## config.mk

```make
export PLATFORM = sky130hd
export DESIGN_NAME = cache_fill_ctrl_flat
export DESIGN_NICKNAME = d
export VERILOG_FILES = /design/src/rtl/cache_pkg.sv /design/src/rtl/cache_fill_ctrl_if.sv /design/src/rtl/cache_fill_ctrl_line_buffer.sv /design/src/rtl/cache_fill_ctrl.sv /design/src/flat_wrapper.sv
export SDC_FILE = /design/constraint.sdc
export NUM_CORES = 1
export LEC_CHECK = 0
export ABC_AREA = 1
export BUFFER_PORTS_ARGS = -buffer_cell sky130_fd_sc_hd__buf_4
export CAP_MARGIN = 20
export CORE_AREA = 2 2 325 327
export DETAILED_ROUTE_END_ITERATION = 10
export DIE_AREA = 0 0 327 329
export PLACE_DENSITY = 0.52
export SETUP_SLACK_MARGIN = 0.4
export SLEW_MARGIN = 20
export SYNTH_ARGS = -nofsm -noshare
export SYNTH_HDL_FRONTEND = slang
export SYNTH_SLANG_ARGS = --single-unit
```

## constraint.sdc

```tcl
create_clock -name clk -period 6.2 [get_ports clk]
set_input_delay 0.62 -clock clk [delete_from_list [all_inputs] [get_ports clk]]
set_output_delay 0.62 -clock clk [all_outputs]
set_load 0.02 [all_outputs]
```

## src/rtl/cache_pkg.sv

```systemverilog
// Shared geometry, line layout and controller state encoding for the
// direct-mapped write-through data cache.
package cache_pkg;

  localparam int unsigned ADDR_BITS      = 32;
  localparam int unsigned WORD_SIZE      = 32;
  localparam int unsigned INDEX_BITS     = 5;
  localparam int unsigned BLOCK_OFFSET   = 6;
  localparam int unsigned WORDS_PER_LINE = 2 ** (BLOCK_OFFSET - 2);
  localparam int unsigned CNT_BITS       = BLOCK_OFFSET - 2;
  localparam int unsigned TAG_BITS       = ADDR_BITS - INDEX_BITS - BLOCK_OFFSET;
  localparam int unsigned DATA_BITS      = WORDS_PER_LINE * WORD_SIZE;
  localparam int unsigned LINE_LENGTH    = TAG_BITS + DATA_BITS + 1;

  // Packed line: {tag, word[N-1] .. word[0], valid}
  localparam int unsigned VALID_BIT = 0;
  localparam int unsigned TAG_LSB   = DATA_BITS + 1;

  function automatic int unsigned word_lsb(input int unsigned k);
    return k * WORD_SIZE + 1;
  endfunction

  typedef enum logic [2:0] {
    S_IDLE,
    S_LOOKUP,
    S_CHECK,
    S_WHIT,
    S_FILL,
    S_INSTALL,
    S_WMEM,
    S_RESP
  } state_t;

endpackage

```

## src/rtl/cache_fill_ctrl_if.sv

```systemverilog
// CPU, cache-array and memory-bus signals of the fill controller.
// master = controller side, slave = CPU/cache/memory side.
interface cache_fill_ctrl_if;
  import cache_pkg::*;

  logic                   cpu_req;
  logic                   cpu_we;
  logic [ADDR_BITS-1:0]   cpu_addr;
  logic [WORD_SIZE-1:0]   cpu_wdata;
  logic [WORD_SIZE-1:0]   cpu_rdata;
  logic                   cpu_ready;
  logic                   cpu_busy;

  logic                   cache_enable;
  logic                   cache_re;
  logic                   cache_wr;
  logic                   cache_full_line_wr;
  logic [ADDR_BITS-1:0]   cache_addr;
  logic [WORD_SIZE-1:0]   cache_wdata;
  logic [LINE_LENGTH-1:0] cache_line;
  logic [WORD_SIZE-1:0]   cache_rdata;
  logic                   cache_hit;

  logic                   mem_req;
  logic                   mem_we;
  logic [ADDR_BITS-1:0]   mem_addr;
  logic [WORD_SIZE-1:0]   mem_wdata;
  logic [WORD_SIZE-1:0]   mem_rdata;
  logic                   mem_ack;

  modport master (
    input  cpu_req, cpu_we, cpu_addr, cpu_wdata,
    output cpu_rdata, cpu_ready, cpu_busy,
    output cache_enable, cache_re, cache_wr, cache_full_line_wr,
    output cache_addr, cache_wdata, cache_line,
    input  cache_rdata, cache_hit,
    output mem_req, mem_we, mem_addr, mem_wdata,
    input  mem_rdata, mem_ack
  );

  modport slave (
    output cpu_req, cpu_we, cpu_addr, cpu_wdata,
    input  cpu_rdata, cpu_ready, cpu_busy,
    input  cache_enable, cache_re, cache_wr, cache_full_line_wr,
    input  cache_addr, cache_wdata, cache_line,
    output cache_rdata, cache_hit,
    input  mem_req, mem_we, mem_addr, mem_wdata,
    output mem_rdata, mem_ack
  );

endinterface

```

## src/rtl/cache_fill_ctrl_line_buffer.sv

```systemverilog
// Fill buffer: one register per line word, written by beat index,
// with a random-access read port and the whole line as a packed vector.
module line_buffer
  import cache_pkg::*;
(
  input  logic                 clk,
  input  logic                 rst,
  input  logic                 we,
  input  logic [CNT_BITS-1:0]  wr_idx,
  input  logic [WORD_SIZE-1:0] wdata,
  input  logic [CNT_BITS-1:0]  rd_idx,
  output logic [WORD_SIZE-1:0] rdata,
  output logic [DATA_BITS-1:0] words
);

  logic [WORD_SIZE-1:0] buf_q [WORDS_PER_LINE];

  always_ff @(posedge clk) begin
    if (rst) begin
      for (int unsigned i = 0; i < WORDS_PER_LINE; i++) buf_q[i] <= '0;
    end else if (we) begin
      buf_q[wr_idx] <= wdata;
    end
  end

  assign rdata = buf_q[rd_idx];

  always_comb begin
    words = '0;
    for (int unsigned i = 0; i < WORDS_PER_LINE; i++)
      words[i*WORD_SIZE +: WORD_SIZE] = buf_q[i];
  end

endmodule

```

## src/rtl/cache_fill_ctrl.sv

```systemverilog
// Cache sequencer: tag lookup, 16-beat read-miss line fill with one-cycle
// install, and write-through stores without write-allocate.
module cache_fill_ctrl
  import cache_pkg::*;
(
  input logic               clk,
  input logic               rst,
  cache_fill_ctrl_if.master bus
);

  state_t               state, state_n;
  logic [ADDR_BITS-1:0] addr_q;
  logic                 we_q;
  logic [WORD_SIZE-1:0] wdata_q;
  logic [WORD_SIZE-1:0] rdata_q;
  logic [CNT_BITS-1:0]  cnt;
  logic                 en_q;
  logic                 buf_we;
  logic [WORD_SIZE-1:0] buf_rd;
  logic [DATA_BITS-1:0] buf_words;

  line_buffer u_line_buffer (
    .clk    (clk),
    .rst    (rst),
    .we     (buf_we),
    .wr_idx (cnt),
    .wdata  (bus.mem_rdata),
    .rd_idx (addr_q[BLOCK_OFFSET-1:2]),
    .rdata  (buf_rd),
    .words  (buf_words)
  );

  always_ff @(posedge clk) begin
    if (rst) begin
      state   <= S_IDLE;
      addr_q  <= '0;
      we_q    <= 1'b0;
      wdata_q <= '0;
      rdata_q <= '0;
      cnt     <= '0;
      en_q    <= 1'b0;
    end else begin
      state <= state_n;
      // Enable is registered so it reads 0 in the cycle right after reset.
      en_q  <= 1'b1;
      case (state)
        S_IDLE: if (bus.cpu_req) begin
          addr_q  <= bus.cpu_addr;
          we_q    <= bus.cpu_we;
          wdata_q <= bus.cpu_wdata;
        end
        S_CHECK: if (!we_q) begin
          if (bus.cache_hit) rdata_q <= bus.cache_rdata;
          else               cnt     <= '0;
        end
        S_FILL:    if (bus.mem_ack) cnt <= cnt + 1'b1;
        S_INSTALL: rdata_q <= buf_rd;
        default: ;
      endcase
    end
  end

  always_comb begin
    state_n = state;
    buf_we  = 1'b0;
    case (state)
      S_IDLE:   if (bus.cpu_req) state_n = S_LOOKUP;
      S_LOOKUP: state_n = S_CHECK;
      S_CHECK: begin
        if (bus.cache_hit) state_n = we_q ? S_WHIT : S_RESP;
        else               state_n = we_q ? S_WMEM : S_FILL;
      end
      S_WHIT: state_n = S_WMEM;
      S_FILL: if (bus.mem_ack) begin
        buf_we = 1'b1;
        if (cnt == CNT_BITS'(WORDS_PER_LINE - 1)) state_n = S_INSTALL;
      end
      S_INSTALL: state_n = S_RESP;
      S_WMEM:    if (bus.mem_ack) state_n = S_RESP;
      S_RESP:    state_n = S_IDLE;
      default:   state_n = S_IDLE;
    endcase
  end

  always_comb begin
    bus.cpu_rdata          = rdata_q;
    bus.cpu_ready          = (state == S_RESP);
    bus.cpu_busy           = (state != S_IDLE);
    bus.cache_enable       = en_q;
    bus.cache_re           = (state == S_LOOKUP);
    bus.cache_wr           = (state == S_WHIT);
    bus.cache_full_line_wr = (state == S_INSTALL);
    bus.cache_addr         = addr_q;
    bus.cache_wdata        = wdata_q;
    bus.cache_line         = '0;
    bus.mem_req            = (state == S_FILL) || (state == S_WMEM);
    bus.mem_we             = (state == S_WMEM);
    bus.mem_addr           = '0;
    bus.mem_wdata          = '0;
    if (state == S_INSTALL) begin
      bus.cache_line[VALID_BIT]                = 1'b1;
      bus.cache_line[word_lsb(0) +: DATA_BITS] = buf_words;
      bus.cache_line[TAG_LSB +: TAG_BITS]      = addr_q[ADDR_BITS-1 -: TAG_BITS];
    end
    if (state == S_FILL)
      bus.mem_addr = {addr_q[ADDR_BITS-1:BLOCK_OFFSET], cnt, 2'b00};
    if (state == S_WMEM) begin
      bus.mem_addr  = {addr_q[ADDR_BITS-1:2], 2'b00};
      bus.mem_wdata = wdata_q;
    end
  end

endmodule

```

## src/flat_wrapper.sv

```systemverilog
// flat-port wrapper written by rule: the top's interface ports become plain ports
module cache_fill_ctrl_flat import cache_pkg::*;
  (clk, rst, bus_cpu_req, bus_cpu_we, bus_cpu_addr, bus_cpu_wdata, bus_cpu_rdata, bus_cpu_ready, bus_cpu_busy, bus_cache_enable, bus_cache_re, bus_cache_wr, bus_cache_full_line_wr, bus_cache_addr, bus_cache_wdata, bus_cache_line, bus_cache_rdata, bus_cache_hit, bus_mem_req, bus_mem_we, bus_mem_addr, bus_mem_wdata, bus_mem_rdata, bus_mem_ack);
  cache_fill_ctrl_if bus_i ();
  input logic clk;
  input logic rst;
  input wire logic [$bits(bus_i.cpu_req)-1:0] bus_cpu_req;
  input wire logic [$bits(bus_i.cpu_we)-1:0] bus_cpu_we;
  input wire logic [$bits(bus_i.cpu_addr)-1:0] bus_cpu_addr;
  input wire logic [$bits(bus_i.cpu_wdata)-1:0] bus_cpu_wdata;
  output wire logic [$bits(bus_i.cpu_rdata)-1:0] bus_cpu_rdata;
  output wire logic [$bits(bus_i.cpu_ready)-1:0] bus_cpu_ready;
  output wire logic [$bits(bus_i.cpu_busy)-1:0] bus_cpu_busy;
  output wire logic [$bits(bus_i.cache_enable)-1:0] bus_cache_enable;
  output wire logic [$bits(bus_i.cache_re)-1:0] bus_cache_re;
  output wire logic [$bits(bus_i.cache_wr)-1:0] bus_cache_wr;
  output wire logic [$bits(bus_i.cache_full_line_wr)-1:0] bus_cache_full_line_wr;
  output wire logic [$bits(bus_i.cache_addr)-1:0] bus_cache_addr;
  output wire logic [$bits(bus_i.cache_wdata)-1:0] bus_cache_wdata;
  output wire logic [$bits(bus_i.cache_line)-1:0] bus_cache_line;
  input wire logic [$bits(bus_i.cache_rdata)-1:0] bus_cache_rdata;
  input wire logic [$bits(bus_i.cache_hit)-1:0] bus_cache_hit;
  output wire logic [$bits(bus_i.mem_req)-1:0] bus_mem_req;
  output wire logic [$bits(bus_i.mem_we)-1:0] bus_mem_we;
  output wire logic [$bits(bus_i.mem_addr)-1:0] bus_mem_addr;
  output wire logic [$bits(bus_i.mem_wdata)-1:0] bus_mem_wdata;
  input wire logic [$bits(bus_i.mem_rdata)-1:0] bus_mem_rdata;
  input wire logic [$bits(bus_i.mem_ack)-1:0] bus_mem_ack;
  assign bus_i.cpu_req = bus_cpu_req;
  assign bus_i.cpu_we = bus_cpu_we;
  assign bus_i.cpu_addr = bus_cpu_addr;
  assign bus_i.cpu_wdata = bus_cpu_wdata;
  assign bus_cpu_rdata = bus_i.cpu_rdata;
  assign bus_cpu_ready = bus_i.cpu_ready;
  assign bus_cpu_busy = bus_i.cpu_busy;
  assign bus_cache_enable = bus_i.cache_enable;
  assign bus_cache_re = bus_i.cache_re;
  assign bus_cache_wr = bus_i.cache_wr;
  assign bus_cache_full_line_wr = bus_i.cache_full_line_wr;
  assign bus_cache_addr = bus_i.cache_addr;
  assign bus_cache_wdata = bus_i.cache_wdata;
  assign bus_cache_line = bus_i.cache_line;
  assign bus_i.cache_rdata = bus_cache_rdata;
  assign bus_i.cache_hit = bus_cache_hit;
  assign bus_mem_req = bus_i.mem_req;
  assign bus_mem_we = bus_i.mem_we;
  assign bus_mem_addr = bus_i.mem_addr;
  assign bus_mem_wdata = bus_i.mem_wdata;
  assign bus_i.mem_rdata = bus_mem_rdata;
  assign bus_i.mem_ack = bus_mem_ack;
  cache_fill_ctrl u_core (.clk(clk), .rst(rst), .bus(bus_i));
endmodule
```

### Word level (Yosys, flattened, before mapping)

Memory sizes are Yosys's and may differ from the RTL's. A register that Yosys moved wholly into a read port is not among the register bits.
Index checks and enable logic that the tools add are counted.

* register bits after elaboration: 105
* memory bits (writable): 512
* input bits: 134
* memories kept: 1

* add/subtract/negate cells: 1
* equal/unequal tests: 15
* mux-type cells: 32
* reduce and logical (&&, ||, !) cells: 10

Memory list
* u_core.u_line_buffer.buf_q: words 16, width 32, rd ports 17, clocked after Yosys merged registers in 1, write ports 16, line cache_fill_ctrl_line_buffer.sv:16 `logic [WORD_SIZE-1:0] buf_q [WORDS_PER_LINE];`

Operators by type and width (count)
* 534-bit two-way mux: 1
* 32-bit two-way mux: 6
* 32-bit one-hot mux with 2 select lines: 1
* 32-bit OR reduction: 1
* 4-bit two-way mux: 6
* 3-bit one-hot mux with 8 select lines: 1
* 3-bit two-way mux: 6
* 3-bit equality test (second input constant): 4
* 2-bit inequality test (second input constant): 5
* 1-bit two-way mux: 9
* 4-bit one-hot mux with 2 select lines: 1
* 4-bit AND reduction: 2
* 3-bit by 2-bit equality test with 1-bit output (second input constant): 2
* 4-bit by 1-bit adder with 4-bit output (second input constant): 1
* 4-bit equality test (second input constant): 1
* 2-bit by 1-bit inequality test with 1-bit output (second input constant): 2
* 2-bit nonzero test: 2
* 3-bit by 1-bit equality test with 1-bit output (second input constant): 1
* 3-bit logical NOT: 1
* 3-bit AND reduction: 1
* 3-bit nonzero test: 1
* 2-bit two-way mux: 1
* 2-bit AND reduction: 1
* 1-bit logical OR: 1

### Longest topological paths before layout

Gate-level depths: netlist of the first run.

* depth after elaboration: 7
* mapped depth: 11
* gate-level depth less buffers: 10

### Modules after synthesis

A second synthesis of the first run with hierarchy kept.

* cells, all modules: 4586
* area total of the unflattened synthesis: 33360.7 µm²

Modules (own cells, without submodules)
* line_buffer: instances 1, cells an instance 2734, area an instance 24358.4 µm², sequential area each 15374.7 µm²
* cache_fill_ctrl: instances 1, cells an instance 1852, area an instance 9002.4 µm², sequential area each 2102.0 µm²

### Worst setup path after synthesis of the first run

OpenSTA, ideal clock, no wires.

* path type: input to register
* from: input port rst
* to: memory u_core.u_line_buffer.buf_q[10][0], enable pin
* setup time: 0.389 ns
* data arrival time: 2.071 ns
* data required time: 5.811 ns
* path slack: 3.739 ns
* stages: 6
* buffers on the path: 1
* cells stage by stage: inv_1 > nand3_2 > nor2_1 > nand2_1 > buf_2 > nand2_1

RTL lines
* start, declared: line flat_wrapper.sv:6 `input logic rst;`
* end, declared: line cache_fill_ctrl_line_buffer.sv:16

### Worst setup path after layout of the first run

* from: register u_core.state[2]
* to: output port bus_cache_line[300]

* word-level cells in the longest chain between the ends: 2

Ends and longest elaborated chain
* start, declared: line cache_fill_ctrl.sv:11 `state_t state, state_n;`
* start signal, assigned: line cache_fill_ctrl.sv:43 `state <= state_n;`
* 3-bit equality test: line cache_fill_ctrl.sv:100 `if (state == S_INSTALL) begin`
* 534-bit two-way mux: line cache_fill_ctrl.sv:100
* end, declared: line flat_wrapper.sv:20 `output wire logic [$bits(bus_i.cache_line)-1:0] bus_cache_line;`

Every way passes these cells.

==> results.yml, run 1 <==
global_routing:
  grt_pass1_vias: 28300
  antenna_found_initial: 3
  gr-usage-all-layers: 0.278
  gr-total-overflow: 0
  grt_pass1_wl_um: 213000
  grt_max_degree: 169
min_path:
  hold_end: "u_core.bus.cache_addr[0]"
  hold_depth: 2
  hp-class: "input pin to flip-flop"
  min_from: "rst"
floorplanning:
  io_pins: 836
  die_area_sq_um: 108000
  rows: 119
  start_util: 0.301
  die_w_um: 327
  die_h_um: 329
  core_sq_um: 104000
setup_path:
  arrival_ps: 3070
  r2r_cells: 8
  start_kind: "flip-flop"
  worstSetupEndpointType: "output port"
  crit_type: "flip-flop to output port"
  r2r-start: "u_core.state[2]"
  rr_endpoint: "u_core.u_line_buffer.buf_q[14][23]"
  cpMaxStageDelayCell: "dfxtp_1"
  path_cells: "nand3_4 > buf_4 > buf_12 > nor2_1 > buf_4"
  regToRegSetupSlack_ps: 2910
  cpMostUsedCell: "buf_4"
  cp_max_fo: 168
  required_ps: 5580
  cp_slowest_stage_delay_ps: 530
timing:
  fin_crit_sh: 0.595
  relSlewSlack: 0.261
  rsz0062_at_grt: "no"
  setup_tns_ps: 0
  period_needed_ps: 3690
  fin_worst_skew_ps: 21.9
  setup_viol: 0
  finalHoldViolations: 0
  worstMarginPinSlew_ps: 1110
  slew_viol_final: 0
  fmax_ghz: 0.271
power:
  powerDensity_nw_per_um2: 343
  peakVddDrop_v: 0.000215
  cellLeakagePower_nw: 19.5
synth:
  synthArstFlopShare: 0
  synth_area_leader_cell: "edfxtp_1"
  synth_area_sq_um: 31400
  syn_avg_cell_area_sq_um: 7.85
  synth-edff-count: 512
  synth_cell_types: 29
  ys.flop_type: "edfxtp_1"
  yosysWarnings: 0
  synth-seq-area-share: 0.560
  netlist_instances: 3994
  ys_ff_latch: 621
  synth.top_cell.area_share: 0.490
  synth_area_leaders: "edfxtp_1 49%, nor2_1 13%, nand3_1 7.8%, inv_1 7.5%, nand2_1 7.1%"
finish:
  area_growth_pct: 31.7
  layout-drive-gt1-share: 0.226
  fin_cells: 6120
  insertedDiodeCount: 0
  finish.net_count: 4805
  most-common-layout-cells: "1114 x nor2_1, 882 x buf_4, 624 x inv_1"
  seq_area_sq_um: 17600
  multiInputGateArea_sq_um: 10300
  mostFrequentLayoutCell: "nor2_1"
  fin_util: 0.396
  fillers: 10800
drt:
  ant_nets: 0
  routed_wl_um: 156000
  top_layer_used: "met5"
  dr_total_vias: 29800
  drc: 0
  avgViaCountPerCell: 4.87
  met1_length_um: 62300
  dr.pass1.iters: 6
  wl_per_cell_um: 25.5
  wl_met2_um: 75800
  drt_iter0_drc: 3274
  dr_wl_met3_um: 11700
clocking:
  ctsHoldBuffers: 0
  cts.clk_slew.worst_paths_ps: 60
  cts.sink_count: 621
  cts_tree: "built"
  cts-htree-levels: 3
  cts_root_buf: "clkbuf_16"
  numCtsBuffers: 75
  cts_resized: 0
  post_cts_buffers: 0
  clk_path_buf_depth: 3
  insertion_delay_ps: 650
place:
  hpwl_um: 115000
  io_buffers: 833
  gp_congestion: 0.911
  dp_cells: 5981
outcome:
  status: "finished clean"
flow_run:
  drv_cap: 0
## cell families (layout without fill, tap and decap cells)
group / Yosys count / in the layout / share of synthesized area
simple gates: 2240 / 2240 / 0.292
buf+inv: 923 / 1657 / 0.114
flops: 621 / 621 / 0.560
compound gates: 205 / 205 / 0.0333
fa+ha+maj: 4 / 4 / 0.00160
other cells: 1 / 2 / 0.000120
## cell type report
class                           instances  area share
Inverter                              631      0.0577
Tap cell                             1391      0.0421
Clock buffer                          110      0.0529
Timing Repair Buffer                  887       0.163
Multi-Input combinational cell       2451       0.250
Sequential cell                       621       0.425
Clock inverter                         29     0.00918
## flip-flops by register name, summed over array words and instances (netlist names), named ones only
name                        cells
u_core.cnt                      4
u_core.bus.cpu_rdata           32
u_core.u_line_buffer.buf_q    512
u_core.bus.cache_enable         1
u_core.bus.cache_addr          32
u_core.state                    3
u_core.we_q                     1
u_core.bus.cache_wdata         32
## worst max path at each step
stage	startpoint	to	slack [ps]	cells after the start
6_report	u_core.state[2]	bus_cache_line[300]	2510	5
5_1_grt	u_core.state[2]	bus_cache_line[300]	2420	5
4_1_cts	u_core.state[2]	bus_cache_line[300]	2550	5
3_5_place_dp	rst	u_core.u_line_buffer.buf_q[14][27]	2650	8
3_3_place_gp	rst	u_core.u_line_buffer.buf_q[14][29]	2700	8
2_1_floorplan	rst	u_core.u_line_buffer.buf_q[10][0]	3740	6
## layer usage
metal | GRT usage | up-vias
met2 | 0.468 | 1354
met5 | 0 | -
li1 | - | 13700
met3 | 0.0590 | 237
met4 | 0.110 | 6
met1 | 0.347 | 14500
## through the flow
stage	hold slack, ps	setup slack (ps)	power [mW]	cell area, sq um
after floorplan	468	3740	7.60	31400
after global placement	454	2700	9.54	38700
after detailed placement	462	2650	9.54	38700
after CTS	194	2550	14.2	41300
after global routing	233	2420	14.7	41300
final	234	2510	14.2	41300
## report_power, final
group	internal [mW]	total, mW	switching (mW)
logic	1.23	4.42	3.20
clock network	2.82	4.71	1.89
registers	4.85	5.05	0.206
## Yosys cell counts, types with 6 or more instances
| library cell | count |
|---|---|
| a21oi_1 | 99 |
| clkbuf_1 | 190 |
| or2_2 | 33 |
| buf_2 | 67 |
| nand2_1 | 592 |
| nor2_1 | 1114 |
| o21ai_0 | 95 |
| dfxtp_1 | 109 |
| nand3_1 | 486 |
| edfxtp_1 | 512 |
| inv_1 | 628 |
| nor3_1 | 6 |
| buf_1 | 31 |
## critical path: cells and delay by family, from the launching register on
kind | cells | cell delay, ps
buf+inv | 3 | 900
simple gates | 2 | 780
flops | 1 | 530
No activity file was read; power rests on OpenSTA's default activity.
==> inputs of run 2 (changes only) <==
--- a/config.mk
+++ b/config.mk
@@ -5,13 +5,13 @@
 export SDC_FILE = /design/constraint.sdc
 export NUM_CORES = 1
 export LEC_CHECK = 0
-export ABC_AREA = 1
+export ABC_AREA = 0
 export BUFFER_PORTS_ARGS = -buffer_cell sky130_fd_sc_hd__buf_4
 export CAP_MARGIN = 20
-export CORE_AREA = 2 2 325 327
+export CORE_AREA = 2 2 326 328
 export DETAILED_ROUTE_END_ITERATION = 10
-export DIE_AREA = 0 0 327 329
-export PLACE_DENSITY = 0.52
+export DIE_AREA = 0 0 328 330
+export PLACE_DENSITY = 0.53
 export SETUP_SLACK_MARGIN = 0.4
 export SLEW_MARGIN = 20
 export SYNTH_ARGS = -nofsm -noshare
==> constraint.sdc (replaced) <==
create_clock -name clk -period 3 [get_ports clk]
set_input_delay 0.3 -clock clk [delete_from_list [all_inputs] [get_ports clk]]
set_output_delay 0.3 -clock clk [all_outputs]
set_load 0.02 [all_outputs]
==> run 2 against run 1 <==
Sequential share of layout area shrank 1.9 points. Final cell count down 20%. Critical path type unchanged. Non-clock buffer count grew 152. Critical endpoint is now bus_cache_line[258]. Combinational power shrank 36%. Global-route usage decreased by 3.5 points. Sequential power up 100%. Design area increased by 4.7%. Clock skew grew 13 ps. Synthesized cell count is 36% lower. Critical path depth grew 1. Setup slack lost 2000 ps. Synthesized area decreased by 0.53%.
==> results.yml, run 2 <==
outcome:
  status: "finished clean"
timing:
  worstMarginPinSlew_ps: 1090
  holdWs_ps: 85.1
  finalHoldViolations: 0
  fin_crit_sh: 0.840
  slew_viol_final: 0
  fin_worst_skew_ps: 34.9
  rsz0062_at_grt: "yes"
  fmax_ghz: 0.397
  setup_tns_ps: 0
  relSlewSlack: 0.272
  setup_viol: 0
  period_needed_ps: 2520
drt:
  drt_iter0_drc: 2251
  ant_nets: 0
  wl_per_cell_um: 27.8
  dr_total_vias: 24100
  drc: 0
  avgViaCountPerCell: 4.89
  routed_wl_um: 137000
  dr.pass1.iters: 6
finish:
  finish.net_count: 3596
  fin_cells: 4921
  most-common-layout-cells: "1071 x and2_1, 909 x buf_4, 512 x edfxtp_1"
  regMostFlops: "u_core.u_line_buffer.buf_q"
  mostFrequentLayoutCell: "and2_1"
  largest_register_ffs: 512
  layout-drive-gt1-share: 0.341
  area_growth_pct: 38.6
  fin_util: 0.413
synth:
  ys_ff_latch: 621
  syn_avg_cell_area_sq_um: 12.1
  synth.most_common_cell: "and2_1"
  synth_area_leader_cell: "edfxtp_1"
  synth_cell_types: 40
  synth.top_cell.area_share: 0.493
  synth-edff-count: 512
  yosysWarnings: 0
  netlist_instances: 2573
  synth_area_sq_um: 31200
  synth_commonest_cells: "1073 x and2_1, 512 x edfxtp_1, 200 x clkbuf_1"
  synth-seq-area-share: 0.563
  synthArstFlopShare: 0
  synth_area_leaders: "edfxtp_1 49%, and2_1 22%, dfxtp_1 7.0%, mux4_1 4.3%, mux4_2 4.0%"
  ys.flop_type: "edfxtp_1"
setup_path:
  start_kind: "flip-flop"
  cp_max_fo: 6
  cp_slowest_stage_delay_ps: 410
  cpMostUsedCell: "buf_4"
  path_cells: "nand3b_1 > buf_4 > inv_12 > buf_4 > and2_1 > buf_4"
  crit_type: "flip-flop to output port"
  cpMaxStageDelayCell: "dfxtp_1"
  worstSetupEndpointType: "output port"
  arrival_ps: 2220
  required_ps: 2700
floorplanning:
  core_sq_um: 105000
  die_w_um: 328
  io_pins: 836
  start_util: 0.298
  rows: 119
  die_h_um: 330
  die_area_sq_um: 108000
global_routing:
  grt_pass1_vias: 24300
  grt_pass1_wl_um: 186000
  gr-usage-all-layers: 0.243
  antenna_found_initial: 21
  grt_max_degree: 70
  gr-total-overflow: 0
clocking:
  cts-htree-levels: 3
  insertion_delay_ps: 640
  cts_root_buf: "clkbuf_16"
  cts.sink_count: 621
  clk_path_buf_depth: 3
  cts.clk_slew.worst_paths_ps: 60
  numCtsBuffers: 75
  cts_tree: "built"
power:
  powerDensity_nw_per_um2: 506
  cellLeakagePower_nw: 18.0
  peakVddDrop_v: 0.000454
min_path:
  hp-class: "input pin to flip-flop"
place:
  io_buffers: 833
  dp_cells: 4654
  gp_congestion: 0.862
  hpwl_um: 95000
flow_run:
  drv_cap: 0
==> run 2: changes by cell type after synthesis, moves of 52 or more <==
cell,change
and2_1,+1073
mux4_2,+55
buf_2,-52
nand3_1,-478
nor2_1,-1096
nand2_1,-415
inv_1,-623
o21ai_0,-81
==> run 2: final timing paths <==
check | start | end | slack, ps | depth (start not counted)
hold / removal | bus_cache_hit | u_core.state[2] | 90 | 4
setup / recovery | u_core.state[2] | bus_cache_line[258] | 480 | 6
hold reg to reg | u_core.bus.cache_addr[0] | u_core.bus.cache_addr[0] | 460 | 2
setup reg to reg | u_core.state[1] | u_core.cnt[3] | 520 | 7
==> run 2: layout make-up <==
class	count	area, sq um
Clock inverter	28	225
Fill cell	10000	61400
Timing Repair inverter	3	33.8
Inverter	5	35.0
Multi-Input combinational cell	1713	12900
Tap cell	1391	1740
Sequential cell	621	17600
Timing Repair Buffer	1039	8520
Antenna cell	10	25.0
Clock buffer	111	2160
==> run 2: per-stage QoR <==
step	power [mW]	cell area (sq um)	worst slack [ps]
after floorplan	11.5	31200	128
after global placement	12.9	39400	582
after detailed placement	12.9	39400	514
after CTS	22.0	43200	436
after global routing	22.6	43200	367
final	21.9	43200	481
==> run 2: timing repair <==
action	CTS	global route
gates resized for setup	28	3
hold buffers	99	0
setup buffers	9	0
pin swaps	0	0
cloned	9	1
endpoints found under the hold margin	104	0
setup endpoints to repair	559	17
==> run 2: routing by layer <==
layer / global-route usage / part of all wire
met5: 0 / 0
met3: 0.0513 / 0.072
met4: 0.0742 / 0.029
met2: 0.395 / 0.47
met1: 0.323 / 0.43
==> run 2: cells by family after synthesis <==
logic type               Yosys count  synth area share
multiplexers                     196             0.113
AND/OR/NAND/NOR                 1343             0.254
AO/OA/AOI/OAI                    168            0.0360
flip-flops                       621             0.563
adder cells (fa/ha/maj)            4           0.00160
buffers and inverters            240            0.0322
other                              1          0.000120
==> run 2: critical path: cells and delay by family, from the launching register on <==
kind / cells / cell delay (ps)
flip-flops: 1 / 410
AND/OR/NAND/NOR: 2 / 420
buffers and inverters: 4 / 730
==> run 2: where the power goes <==
part	switching, mW	internal (mW)	total, mW
clock	3.82	5.19	9.01
combinational	1.64	1.18	2.82
sequential	0.354	9.71	10.1
